--- src/rtl/pipe_pkg.sv ---
`default_nettype none
// ============================================================================
// Module      : pipe_pkg
// Description : Shared types and constants for the pipeline hazard controller:
//               controller state encoding, NOP instruction word and the
//               hard-wired zero register index.
// Revision    : 1.0 - initial release
// ============================================================================
package pipe_pkg;

    // Hazard controller states
    typedef enum logic [1:0] {
        ST_RUN     = 2'd0,
        ST_FLUSH   = 2'd1,
        ST_MC_WAIT = 2'd2
    } state_t;

    // Canonical NOP (addi x0, x0, 0) injected by flush/bubble logic downstream
    localparam logic [31:0] c_nop = 32'h0000_0013;

    // Register x0 is hard-wired to zero and is never a forwarding source
    localparam int unsigned c_reg_zero = 0;

endpackage
`default_nettype wire

--- src/rtl/fwd_mux.sv ---
`default_nettype none
// ============================================================================
// Module      : fwd_mux
// Description : Single-operand forwarding selector. Picks the MEM-stage ALU
//               result, then the WB-stage write data, then the register-file
//               value. Register x0 is never forwarded.
// Revision    : 1.0 - initial release
// ============================================================================
module fwd_mux
    import pipe_pkg::*;
#(
    parameter int XLEN = 32,
    parameter int RAW  = 5
) (
    input  logic [RAW-1:0]  rs,
    input  logic [XLEN-1:0] rf_data,
    input  logic [RAW-1:0]  mem_rd,
    input  logic            mem_reg_write,
    input  logic [XLEN-1:0] mem_alu_out,
    input  logic [RAW-1:0]  wb_rd,
    input  logic            wb_reg_write,
    input  logic [XLEN-1:0] wb_data,
    output logic [XLEN-1:0] fwd_out
);

    localparam logic [RAW-1:0] c_r0 = RAW'(c_reg_zero);

    logic w_hit_mem;
    logic w_hit_wb;

    assign w_hit_mem = mem_reg_write && (mem_rd != c_r0) && (mem_rd == rs);
    assign w_hit_wb  = wb_reg_write  && (wb_rd  != c_r0) && (wb_rd  == rs);

    // Youngest producer wins: MEM result is newer than WB data
    always_comb begin
        fwd_out = rf_data;
        if (w_hit_mem) begin
            fwd_out = mem_alu_out;
        end else if (w_hit_wb) begin
            fwd_out = wb_data;
        end
    end

endmodule
`default_nettype wire

--- src/rtl/pipe_hazard_ctrl.sv ---
`default_nettype none
// ============================================================================
// Module      : pipe_hazard_ctrl
// Description : Five-stage pipeline hazard controller. Provides zero-latency
//               operand forwarding, load-use stall insertion, taken-branch
//               flush sequencing, multi-cycle unit launch/wait/abort control
//               and saturating stall/flush performance counters.
// Revision    : 1.0 - initial release
// ============================================================================
module pipe_hazard_ctrl
    import pipe_pkg::*;
#(
    parameter int XLEN         = 32,
    parameter int RAW          = 5,
    parameter int FLUSH_CYCLES = 1,
    parameter int CNT_W        = 16
) (
    input  logic             clk,
    input  logic             rst,
    input  logic [RAW-1:0]   id_rs1,
    input  logic [RAW-1:0]   id_rs2,
    input  logic             id_use_rs1,
    input  logic             id_use_rs2,
    input  logic             id_mc_start,
    input  logic [RAW-1:0]   ex_rs1,
    input  logic [RAW-1:0]   ex_rs2,
    input  logic [RAW-1:0]   ex_rd,
    input  logic             ex_reg_write,
    input  logic             ex_mem_read,
    input  logic [XLEN-1:0]  ex_rd1,
    input  logic [XLEN-1:0]  ex_rd2,
    input  logic             ex_branch_taken,
    input  logic [RAW-1:0]   mem_rd,
    input  logic             mem_reg_write,
    input  logic [XLEN-1:0]  mem_alu_out,
    input  logic [RAW-1:0]   wb_rd,
    input  logic             wb_reg_write,
    input  logic [XLEN-1:0]  wb_data,
    input  logic             mc_done,
    output logic [XLEN-1:0]  fwd_a,
    output logic [XLEN-1:0]  fwd_b,
    output logic             pc_stall,
    output logic             if_id_stall,
    output logic             id_ex_bubble,
    output logic             if_id_flush,
    output logic             mc_go,
    output logic             mc_abort,
    output logic [CNT_W-1:0] stall_cnt,
    output logic [CNT_W-1:0] flush_cnt
);

    // Flush length is clamped to the 1..3 range the 2-bit counter supports
    localparam int          c_flush_len  = (FLUSH_CYCLES < 1) ? 1 :
                                           (FLUSH_CYCLES > 3) ? 3 : FLUSH_CYCLES;
    localparam logic [1:0]  c_flush_load = 2'(c_flush_len - 1);
    localparam logic [RAW-1:0] c_r0      = RAW'(c_reg_zero);

    // A load's write enable is implied by ex_mem_read; this input is
    // deliberately not part of the hazard equation.
    logic w_unused_ok;
    assign w_unused_ok = ex_reg_write;

    // ------------------------------------------------------------------
    // Forwarding
    // ------------------------------------------------------------------
    fwd_mux #(.XLEN(XLEN), .RAW(RAW)) u_fwd_a (
        .rs            (ex_rs1),
        .rf_data       (ex_rd1),
        .mem_rd        (mem_rd),
        .mem_reg_write (mem_reg_write),
        .mem_alu_out   (mem_alu_out),
        .wb_rd         (wb_rd),
        .wb_reg_write  (wb_reg_write),
        .wb_data       (wb_data),
        .fwd_out       (fwd_a)
    );

    fwd_mux #(.XLEN(XLEN), .RAW(RAW)) u_fwd_b (
        .rs            (ex_rs2),
        .rf_data       (ex_rd2),
        .mem_rd        (mem_rd),
        .mem_reg_write (mem_reg_write),
        .mem_alu_out   (mem_alu_out),
        .wb_rd         (wb_rd),
        .wb_reg_write  (wb_reg_write),
        .wb_data       (wb_data),
        .fwd_out       (fwd_b)
    );

    // ------------------------------------------------------------------
    // Hazard control FSM
    // ------------------------------------------------------------------
    state_t           state_q, state_d;
    logic [1:0]       cnt_q, cnt_d;
    logic             mc_go_q, mc_go_d;
    logic             mc_abort_q, mc_abort_d;
    logic [CNT_W-1:0] stall_cnt_q, stall_cnt_d;
    logic [CNT_W-1:0] flush_cnt_q, flush_cnt_d;

    logic w_load_use;
    logic w_stall;
    logic w_bubble;
    logic w_flush;
    logic w_br_accept;

    assign w_load_use = ex_mem_read && (ex_rd != c_r0) &&
                        ((id_use_rs1 && (id_rs1 == ex_rd)) ||
                         (id_use_rs2 && (id_rs2 == ex_rd)));

    // Next-state and control decode; a taken branch always wins
    always_comb begin
        state_d     = state_q;
        cnt_d       = cnt_q;
        mc_go_d     = 1'b0;
        mc_abort_d  = 1'b0;
        w_stall     = 1'b0;
        w_bubble    = 1'b0;
        w_flush     = 1'b0;
        w_br_accept = 1'b0;

        case (state_q)
            ST_RUN: begin
                if (ex_branch_taken) begin
                    w_flush     = 1'b1;
                    w_bubble    = 1'b1;
                    w_br_accept = 1'b1;
                end else if (w_load_use) begin
                    w_stall  = 1'b1;
                    w_bubble = 1'b1;
                end else if (id_mc_start) begin
                    mc_go_d = 1'b1;
                    state_d = ST_MC_WAIT;
                end
            end

            ST_FLUSH: begin
                w_flush  = 1'b1;
                w_bubble = 1'b1;
                if (ex_branch_taken) begin
                    w_br_accept = 1'b1;
                end else if (cnt_q <= 2'd1) begin
                    cnt_d   = 2'd0;
                    state_d = ST_RUN;
                end else begin
                    cnt_d = cnt_q - 2'd1;
                end
            end

            ST_MC_WAIT: begin
                if (ex_branch_taken) begin
                    // Cancel the unit; any coincident mc_done is dropped
                    mc_abort_d  = 1'b1;
                    w_flush     = 1'b1;
                    w_bubble    = 1'b1;
                    w_br_accept = 1'b1;
                end else if (mc_done) begin
                    state_d = ST_RUN;
                end else begin
                    w_stall  = 1'b1;
                    w_bubble = 1'b1;
                end
            end

            default: begin
                state_d = ST_RUN;
                cnt_d   = 2'd0;
            end
        endcase

        // Every accepted branch (re)starts the flush sequence
        if (w_br_accept) begin
            cnt_d   = c_flush_load;
            state_d = (c_flush_load != 2'd0) ? ST_FLUSH : ST_RUN;
        end
    end

    // Saturating performance counters
    always_comb begin
        stall_cnt_d = stall_cnt_q;
        flush_cnt_d = flush_cnt_q;
        if (w_stall && (stall_cnt_q != {CNT_W{1'b1}})) begin
            stall_cnt_d = stall_cnt_q + CNT_W'(1);
        end
        if (w_br_accept && (flush_cnt_q != {CNT_W{1'b1}})) begin
            flush_cnt_d = flush_cnt_q + CNT_W'(1);
        end
    end

    // State, flush counter, pulses and counters; reset abandons any operation
    always_ff @(posedge clk or posedge rst) begin
        if (rst) begin
            state_q     <= ST_RUN;
            cnt_q       <= 2'd0;
            mc_go_q     <= 1'b0;
            mc_abort_q  <= 1'b0;
            stall_cnt_q <= '0;
            flush_cnt_q <= '0;
        end else begin
            state_q     <= state_d;
            cnt_q       <= cnt_d;
            mc_go_q     <= mc_go_d;
            mc_abort_q  <= mc_abort_d;
            stall_cnt_q <= stall_cnt_d;
            flush_cnt_q <= flush_cnt_d;
        end
    end

    // Pipeline controls are forced low while reset is held
    assign pc_stall     = w_stall  & ~rst;
    assign if_id_stall  = w_stall  & ~rst;
    assign id_ex_bubble = w_bubble & ~rst;
    assign if_id_flush  = w_flush  & ~rst;
    assign mc_go        = mc_go_q;
    assign mc_abort     = mc_abort_q;
    assign stall_cnt    = stall_cnt_q;
    assign flush_cnt    = flush_cnt_q;

endmodule
`default_nettype wire

--- config.mk ---
export PLATFORM = sky130hd
export DESIGN_NAME = pipe_hazard_ctrl
export DESIGN_NICKNAME = d
export VERILOG_FILES = /design/src/rtl/pipe_pkg.sv /design/src/rtl/fwd_mux.sv /design/src/rtl/pipe_hazard_ctrl.sv
export SDC_FILE = /design/constraint.sdc
export NUM_CORES = 1
export LEC_CHECK = 0
export ABC_AREA = 1
export BUFFER_PORTS_ARGS = -buffer_cell sky130_fd_sc_hd__buf_2
export CORE_MARGIN = 10
export CORE_UTILIZATION = 24
export DETAILED_ROUTE_END_ITERATION = 10
export PLACE_DENSITY = 0.59
export SETUP_SLACK_MARGIN = 0.05
export SYNTH_ARGS = -nofsm -noshare
export SYNTH_HDL_FRONTEND = slang
export SYNTH_SLANG_ARGS = --single-unit
--- constraint.sdc ---
create_clock -name clk -period 2.4 [get_ports clk]
set_input_delay 0.72 -clock clk [delete_from_list [all_inputs] [get_ports clk]]
set_output_delay 0.72 -clock clk [all_outputs]
set_load 0.05 [all_outputs]
==> impl_metrics.json, run 1 <==
{
  "status": "complete, but fails checks",
  "violations": "negative setup slack",
  "htree_levels": 2,
  "start_kind": "primary input",
  "crit_required_ns": 1.68,
  "io_pins": 276,
  "yosysWarnings": 0,
  "p_clk_share_pct": 17.6,
  "synth_ff_type": "dfrtp_1",
  "clock_latency_ns": 0.28,
  "fin_crit_ns": 2.85,
  "drt-total-wl_microns": 22000,
  "path_clk_slew_ns": 0.05,
  "syn_inst": 645,
  "drv_cap": 0,
  "vias_per_cell": 4.92,
  "fp.dieW_microns": 148,
  "firstDrtPassIters": 4,
  "finalClockSkew_ns": 0.00289,
  "finalMaxSlewViolations": 0,
  "cts_buffer_depth": 2,
  "hp-class": "flop to flop",
  "postPlaceCellArea_sq_um": 6760,
  "coreArea_sq_um": 16000,
  "start_util_pct": 24.6,
  "cts_made_buffers": 5,
  "syn_to_final_growth_pct": 127,
  "antenna_found_initial": 1,
  "grt_pass1_wl_microns": 31800,
  "synth_area_sq_um": 3940,
  "wl_per_cell_microns": 18.6,
  "p_per_area_nw_per_um2": 386,
  "p_sw_share_pct": 47.3,
  "path_class": "primary input to output pin",
  "fin_ws_ns": -0.446,
  "port_buffers": 274,
  "postLayoutCoreUtil_pct": 55.9,
  "p_total_mw": 3.46,
  "grt_remaining_overflow": 0,
  "fp-row-count": 46,
  "slew_headroom_pct": 70.7,
  "grt_usage_pct": 17.6,
  "cts_tree": "done",
  "dieArea_sq_um": 21900,
  "grt_pass1_vias": 6019,
  "ys_ff_latch": 35,
  "async_flop_share_pct": 100,
  "setup_viol": 67,
  "drive_gt1_share_pct": 60.5,
  "setup.worst_path.end_class": "output pin",
  "nFillCells": 1443,
  "comb_power_share_pct": 59.8,
  "final_cell_mix": "184 x buf_2, 125 x nand2_1, 83 x buf_6, 59 x a31oi_4, 52 x nor2_1",
  "hold_violations": 0,
  "cts-root-buf": "clkbuf_16",
  "ant_nets": 0,
  "drc_errors": 0,
  "post-place-ws_ns": -0.645,
  "fin_crit_sh_pct": 119,
  "p_seq_share_pct": 22.6,
  "p_leak_nw": 4.05,
  "synth_cell_types": 29,
  "hpwl_microns": 15800,
  "nNetsFinal": 1141,
  "first_iter_violations": 194,
  "final_area_sq_um": 8940,
  "grt_max_degree": 36,
  "rsz0062_at_grt": "true",
  "p_switching_mw": 1.63,
  "ir_drop_uv": 484,
  "synth.avg_cell_area_sq_um": 6.11,
  "critPathMaxFanout": 5,
  "final_common_cell": "buf_2",
  "dieHeight_microns": 148,
  "holdWs_ns": 0.495,
  "dr_total_vias": 5824,
  "intPower_mw": 1.82,
  "synth_edf_count": 0,
  "fmax_mhz": 351,
  "ys_seq_area_share_pct": 22.2,
  "tightestPinTransition_ns": 0.439,
  "worstPathArrival_ns": 2.13,
  "synth_fp_nets": 821,
  "clock-sinks": 35,
  "gp_congestion": 0.853
}
-- synthesized netlist by cell type, drive strengths merged (6+ instances only) --
cell type,number,share of area [%]
nand2,182,18
nor2,99,9.7
nand3,86,11
a31oi,65,10
inv,49,4.7
dfrtp,35,22
buf,31,6.1
xor2,26,5.8
nand4,24,3.8
nor3,14,2.5
xnor2,14,3.1
clkbuf,6,0.57
o21ai,6,0.76
-- kinds of logic (layout without fill, tap and decap cells) --
group                      count (synthesis)  in the layout  share of synthesized area [%]
other                                      0              1                              0
adders and majority gates                  2              2                          0.635
AOI/OAI and AO/OA                         72             72                           11.2
xor gates and xnor gates                  40             40                           8.89
DFF                                       35             35                           22.2
and+or+nand+nor                          410            410                           45.7
buffers and inverters                     86            407                           11.4
-- sequential cells by signal, summed over array words and instances (netlist names) --
| name | count |
|---|---|
| mc_go | 1 |
| mc_abort | 1 |
| stall_cnt | 16 |
| state_q | 1 |
| flush_cnt | 16 |
-- through the flow --
stage | TNS, ns | std cells
after CTS | -26.32 | 1170
after global placement | -33.10 | 1142
after global routing | -30.43 | 1183
after floorplan | -20.23 | 645
final | -25.01 | 1183
after detailed placement | -34.63 | 1142
-- metal layers --
layer  track usage [%]  vias to the layer above  wire, microns
li1                  -                     2816              -
met1              20.0                     2740           8660
met2              30.9                      234          11000
met3              5.76                       34           1780
met4              4.41                        0            536
met5                 0                        -              0
-- worst max-delay path, cell delays in order --
cell,delay (ns)
buf_8,0.11
xnor2_2,0.15
nand2_2,0.08
nor3_4,0.19
buf_4,0.14
buf_2,0.23
nand3_1,0.16
a31oi_4,0.18
buf_12,0.16
-- area by class of cell --
class                   count  area (sq um)  area share, %
clock inverters             1          5.00         0.0560
clock buffers               7           133           1.48
diodes                      1          2.50         0.0280
multi-input cells         524          4340           48.5
repair buffers            350          3130           35.0
flip-flops and latches     35           876           9.80
inverters                  49           186           2.09
well taps                 216           270           3.02
-- worst paths after layout --
check	from	to	slack (ns)	depth (start not counted)
max	ex_rs1[1]	fwd_a[3]	-0.45	9
min	state_q[1]	mc_abort	0.49	2
max reg2reg	flush_cnt[0]	flush_cnt[6]	0.60	9
min reg2reg	state_q[1]	mc_abort	0.49	2
max in group asynchronous	rst	flush_cnt[0]	1.47	3
min in group asynchronous	rst	stall_cnt[14]	0.61	3
-- power groups by stage --
stage | combinational [mW] | clock (mW) | sequential, mW
after detailed placement | 1.71 | 0 | 0.792
after global placement | 1.70 | 0 | 0.790
final | 2.07 | 0.608 | 0.782
after CTS | 1.94 | 0.620 | 0.781
after floorplan | 0.880 | 0 | 1.08
after global routing | 2.19 | 0.651 | 0.797
-- what timing repair did --
action,in CTS,in global routing
endpoints found under the setup margin,67,67
resized for setup,253,165
hold buffers,0,0
pin swaps,24,52
gates cloned,5,9
buffers inserted,15,6
Power figures use the tool's default switching activity.
==> run 2: changes to the inputs <==
--- a/config.mk
+++ b/config.mk
@@ -10,7 +10,7 @@
 export CORE_MARGIN = 10
 export CORE_UTILIZATION = 24
 export DETAILED_ROUTE_END_ITERATION = 10
-export PLACE_DENSITY = 0.59
+export PLACE_DENSITY = 0.61
 export SETUP_SLACK_MARGIN = 0.05
 export SYNTH_ARGS = -nofsm -noshare
 export SYNTH_HDL_FRONTEND = slang
==> run 2 against run 1 <==
The flow still finishes with violations (negative setup slack). Flip-flop and latch count did not move. Maximum frequency shrank 1.4%. Register-to-register slack got worse by 0.13 ns. Sequential power about the same. First-iteration DRC count grew 25%. Final area fell by 2.4%. Routed wire length increased by 0.88%. Clock-buffer cell count fell by 2. Die area unchanged. Largest cell class unchanged.
==> impl_metrics.json, run 2 (synthesized netlist as in run 1, its figures left out) <==
{
  "status": "complete, but fails checks",
  "violations": "negative setup slack",
  "dieHeight_microns": 148,
  "path_class": "primary input to output pin",
  "clock-sinks": 35,
  "syn_to_final_growth_pct": 122,
  "fin_crit_ns": 2.89,
  "ir_drop_uv": 413,
  "drc_errors": 0,
  "final_common_cell": "buf_2",
  "firstDrtPassIters": 6,
  "startpoint": "mem_rd[1]",
  "holdWs_ns": 0.482,
  "grt_remaining_overflow": 0,
  "coreArea_sq_um": 16000,
  "tightestPinTransition_ns": 0.454,
  "r2r_slack_ns": 0.47,
  "grt_max_degree": 36,
  "drt-total-wl_microns": 22200,
  "hp-class": "flop to flop",
  "io_pins": 276,
  "p_per_area_nw_per_um2": 412,
  "rsz0062_at_grt": "true",
  "r2r_start": "stall_cnt[0]",
  "finalClockSkew_ns": 0.00298,
  "ant_nets": 0,
  "grt_usage_pct": 17.9,
  "hpwl_microns": 15800,
  "grt_pass1_wl_microns": 32200,
  "grt_pass1_vias": 5979,
  "post-place-ws_ns": -0.698,
  "vias_per_cell": 4.96,
  "dieArea_sq_um": 21900,
  "hold_violations": 0,
  "cts_tree": "done",
  "hold_start": "state_q[1]",
  "critPathMaxFanout": 11,
  "drv_cap": 0,
  "start_util_pct": 24.6,
  "wl_per_cell_microns": 18.8,
  "finalMaxSlewViolations": 0,
  "setup.worst_path.end_class": "output pin",
  "dr_total_vias": 5829,
  "drive_gt1_share_pct": 58.5,
  "first_iter_violations": 243,
  "antennaDiodeCount": 0,
  "postPlaceCellArea_sq_um": 6780,
  "start_kind": "primary input",
  "slew_headroom_pct": 69.7,
  "port_buffers": 274,
  "cts-root-buf": "clkbuf_16",
  "fin_ws_ns": -0.487,
  "p_leak_nw": 3.99,
  "fp-row-count": 46,
  "fin_setup_tns_ns": -27.50,
  "final_area_sq_um": 8730,
  "fmax_mhz": 346,
  "final_cell_mix": "182 x buf_2, 142 x nand2_1, 80 x buf_6, 53 x nand3_1, 51 x a31oi_4",
  "antenna_found_initial": 0,
  "clock_latency_ns": 0.28,
  "crit_required_ns": 1.68,
  "cts_buffer_depth": 2,
  "htree_levels": 2,
  "nNetsFinal": 1135,
  "cts_made_buffers": 5,
  "fin_crit_sh_pct": 120,
  "path_clk_slew_ns": 0.06,
  "setup_viol": 67,
  "worstPathArrival_ns": 2.17,
  "gp_congestion": 0.873,
  "fp.dieW_microns": 148
}
[run 2: cell types whose count changed in the layout (fill, tap and decap cells not counted), sizes merged]
cell    delta
buf        -7
bufinv     +1
clkbuf     -1
clkinv     +1
diode      -1
[run 2: layer usage]
| metal | track usage [%] | wire length, microns | vias to the layer above | part of all wire [%] |
|---|---|---|---|---|
| met5 | 0 | 0 | - | 0 |
| met1 | 21.2 | 8900 | 2729 | 40 |
| li1 | - | - | 2799 | - |
| met3 | 5.37 | 1870 | 40 | 8.4 |
| met4 | 3.62 | 537 | 0 | 2.4 |
| met2 | 31.1 | 10900 | 261 | 49 |
[run 2: metrics by stage]
step	util [%]	cells	total power, mW
finish	54.6	1176	3.60
global route	54.6	1176	3.77
CTS	50.6	1165	3.50
detailed placement	42.4	1144	2.50
global placement	42.4	1144	2.49
floorplan	-	645	1.96
[run 2: report_power, final]
part | switching, mW | internal (mW) | total, mW
Sequential | 0.103 | 0.680 | 0.782
Combinational | 1.31 | 0.767 | 2.08
Clock | 0.251 | 0.489 | 0.740
[run 2: worst paths after layout]
check / end / depth (start not counted)
worst max-delay path: fwd_b[28] / 11
worst min-delay path: mc_abort / 2
worst max register to register: stall_cnt[11] / 9
worst min register to register: mc_abort / 2
max in group asynchronous: flush_cnt[7] / 3
min in group asynchronous: mc_abort / 3
[run 2: cell type report]
cell class	count	area, sq um
sequential	35	876
inverter	49	196
multi-input combinational	524	4170
tap	216	270
clock inverter	3	43.8
timing repair buffer	344	3050
fill	1444	7270
clock buffer	5	125
[run 2: repair_timing]
action                     4_1_cts  5_1_grt
gates resized for setup        267       93
cloned                           5        7
setup endpoints to repair       67       67
buffers inserted                 8        6
hold buffers                     0        0
pin swaps                       49       44
[run 2: worst max-delay path, stage by stage]
cell and delay [ns]:
buf_6 0.10, nor2_1 0.12, nand2_2 0.08, o21ai_4 0.18
nor3_4 0.07, nand2_4 0.11, buf_12 0.11, clkbuf_16 0.18
nor2_1 0.06, a31oi_2 0.22, buf_6 0.20
==> run 3: changes to the inputs <==
--- a/config.mk
+++ b/config.mk
@@ -5,12 +5,11 @@
 export SDC_FILE = /design/constraint.sdc
 export NUM_CORES = 1
 export LEC_CHECK = 0
-export ABC_AREA = 1
 export BUFFER_PORTS_ARGS = -buffer_cell sky130_fd_sc_hd__buf_2
 export CORE_MARGIN = 10
 export CORE_UTILIZATION = 24
 export DETAILED_ROUTE_END_ITERATION = 10
-export PLACE_DENSITY = 0.61
+export PLACE_DENSITY = 0.64
 export SETUP_SLACK_MARGIN = 0.05
 export SYNTH_ARGS = -nofsm -noshare
 export SYNTH_HDL_FRONTEND = slang
==> run 3 against run 2 <==
The run still ends with negative setup slack left. Area after synthesis down 14%. Total power is 9.4% lower. Utilization down 6.8 points. Sequential share of layout area rose by 3.2 points. Synthesized cell count decreased by 36%. Maximum frequency decreased by 8.7%. Clock power grew 0.9%. Routed wire length down 25%. Clock-buffer cell count is the same. Sequential power up 5.8%. Via count shrank 26%.
==> impl_metrics.json, run 3 <==
{
  "fp.dieW_microns": 139,
  "yosysWarnings": 0,
  "synth_fp_nets": 591,
  "synth_adder_area_share_pct": 0.737,
  "nFillCells": 1305,
  "rsz0062_at_grt": "true",
  "ys_seq_area_share_pct": 25.8,
  "tightestPinTransition_ns": 0.420,
  "synth.avg_cell_area_sq_um": 8.18,
  "fin_setup_tns_ns": -46.34,
  "cts_tree": "done",
  "status": "complete, but fails checks",
  "drive_gt1_share_pct": 59.4,
  "grt_usage_pct": 15.0,
  "synth_compound_area_share_pct": 12.0,
  "r2r_end": "stall_cnt[13]",
  "port_buffers": 274,
  "ir_drop_uv": 267,
  "firstDrtPassIters": 4,
  "yosysMostFrequentCell": "nand2_1",
  "synth_xor_area_share_pct": 15.7,
  "ant_nets": 0,
  "yosys-top-cells-count": "79 x nand2_1, 64 x mux2i_1, 46 x o21ai_0",
  "violations": "negative setup slack",
  "synth_ff_type": "dfrtp_1",
  "io_pins": 276,
  "async_flop_share_pct": 100,
  "synthTopCellsByArea": "dfrtp_1 26%, mux2i_1 19%, nand2_1 8.7%, xor2_1 7.7%, xnor2_1 7.5%",
  "p_clk_share_pct": 22.9,
  "fin_ws_ns": -0.762,
  "syn_to_final_growth_pct": 95.1,
  "finalMaxSlewViolations": 0,
  "drv_cap": 0,
  "synth-simple-area-share_pct": 22.9,
  "vias_per_cell": 4.77,
  "grt_pass1_vias": 4490,
  "yosys.area.top_type_share_pct": 25.8,
  "p_seq_share_pct": 25.4,
  "wl_per_cell_microns": 18.5,
  "dr_total_vias": 4290,
  "final_cell_mix": "203 x buf_2, 75 x nand2_1, 57 x buf_6, 48 x mux2i_1, 34 x buf_4",
  "hp-class": "primary input to async pin",
  "clock_latency_ns": 0.28,
  "synth_edf_count": 0,
  "nNetsFinal": 894,
  "grt_remaining_overflow": 0,
  "p_switching_mw": 1.47,
  "htree_levels": 2,
  "post-place-ws_ns": -0.868,
  "synth_area_sq_um": 3400,
  "hpwl_microns": 13200,
  "p_sw_share_pct": 45.0,
  "fp-row-count": 43,
  "syn_inst": 415,
  "dieHeight_microns": 139,
  "path_clk_slew_ns": 0.05,
  "crit_end": "fwd_a[20]",
  "p_per_area_nw_per_um2": 492,
  "setup.worst_path.end_class": "output pin",
  "slew_headroom_pct": 71.8,
  "start_util_pct": 24.5,
  "fin_crit_ns": 3.16,
  "ys_ff_latch": 35,
  "r2r_start": "stall_cnt[0]",
  "first_iter_violations": 165,
  "synth_top_family_by_area": "simple AND/OR/NAND/NOR gates",
  "grt_pass1_wl_microns": 24000,
  "coreArea_sq_um": 13900,
  "start_kind": "primary input",
  "r2r_slack_ns": 0.29,
  "synth_cell_types": 40,
  "path_class": "primary input to output pin",
  "drt-total-wl_microns": 16700,
  "final_common_cell": "buf_2",
  "rr_worst_depth": 7,
  "hold_violations": 0,
  "cts_buffer_depth": 2,
  "p_leak_nw": 2.98,
  "worstPathArrival_ns": 2.44,
  "grt_max_degree": 37,
  "final_cells": 899,
  "startpoint": "wb_rd[0]",
  "gp_congestion": 0.893,
  "dieArea_sq_um": 19300,
  "antennaDiodeCount": 0,
  "fin_crit_sh_pct": 132,
  "cts_made_buffers": 5,
  "synth_top_cell_by_area": "dfrtp_1",
  "crit_required_ns": 1.68,
  "drc_errors": 0,
  "cts-root-buf": "clkbuf_16",
  "place_inst": 878,
  "fmax_mhz": 316,
  "critPathMaxFanout": 32,
  "intPower_mw": 1.79,
  "antenna_found_initial": 0,
  "finalClockSkew_ns": 0.00587,
  "setup_viol": 67,
  "clock-sinks": 35,
  "comb_power_share_pct": 51.7,
  "synthMuxAreaShare_pct": 19.5
}
[run 3: per-layer routing]
layer / vias to the layer above / track usage, % / share of wire (%)
li1: 2073 / - / -
met1: 1998 / 14.9 / 35
met2: 185 / 28.8 / 54
met3: 34 / 4.76 / 8.0
met4: 0 / 4.23 / 2.9
met5: - / 0 / 0
[run 3: how the worst min path moves through the flow]
stage | endpoint | cells after the start
floorplan | mc_abort | 1
global placement | stall_cnt[15] | 1
detailed placement | stall_cnt[15] | 1
CTS | flush_cnt[2] | 2
global route | flush_cnt[5] | 2
finish | flush_cnt[0] | 2
[run 3: final cells by class]
cell class,count,area (sq um),area share [%]
Timing Repair Buffer,318,2380,35.9
Inverter,5,18.8,0.283
Tap cell,180,225,3.40
Clock buffer,5,125,1.89
Sequential cell,35,878,13.3
Multi-Input combinational cell,353,2960,44.6
Clock inverter,3,47.5,0.718
[run 3: kinds of logic after synthesis]
logic type | after synthesis
simple gates | 151
flops | 35
compound gates | 74
buf+inv | 27
fa+ha+maj | 2
xor+xnor | 60
mux | 66
[run 3: metrics by stage]
step | area, sq um | hold WS, ns | power (mW) | util, %
floorplan | 3740 | 0.514 | 1.83 | -
global placement | 5610 | 0.478 | 2.34 | 40.4
detailed placement | 5610 | 0.486 | 2.35 | 40.4
CTS | 6230 | 0.481 | 3.22 | 44.9
global route | 6630 | 0.492 | 3.41 | 47.7
finish | 6630 | 0.473 | 3.26 | 47.7
[run 3: timing repair]
item | in CTS | in global routing
hold buffers | 0 | 0
setup buffers | 1 | 7
gates resized for setup | 133 | 62
cloned | 0 | 5
endpoints found under the setup margin | 68 | 69
pin swaps | 10 | 13
[run 3: worst max-delay path, cell delays in order]
cell     delay [ns]
buf_8          0.10
or4_4          0.55
o21ai_4        0.20
nor4_4         0.08
buf_12         0.19
mux2i_4        0.24
o21ai_4        0.14
buf_6          0.17
[run 3: power by group through the flow]
stage / logic, mW / registers, mW / clock network, mW
final: 1.69 / 0.827 / 0.747
after global routing: 1.78 / 0.851 / 0.779
after CTS: 1.63 / 0.827 / 0.759
after detailed placement: 1.51 / 0.835 / 0
after global placement: 1.50 / 0.836 / 0
after floorplan: 0.687 / 1.14 / 0
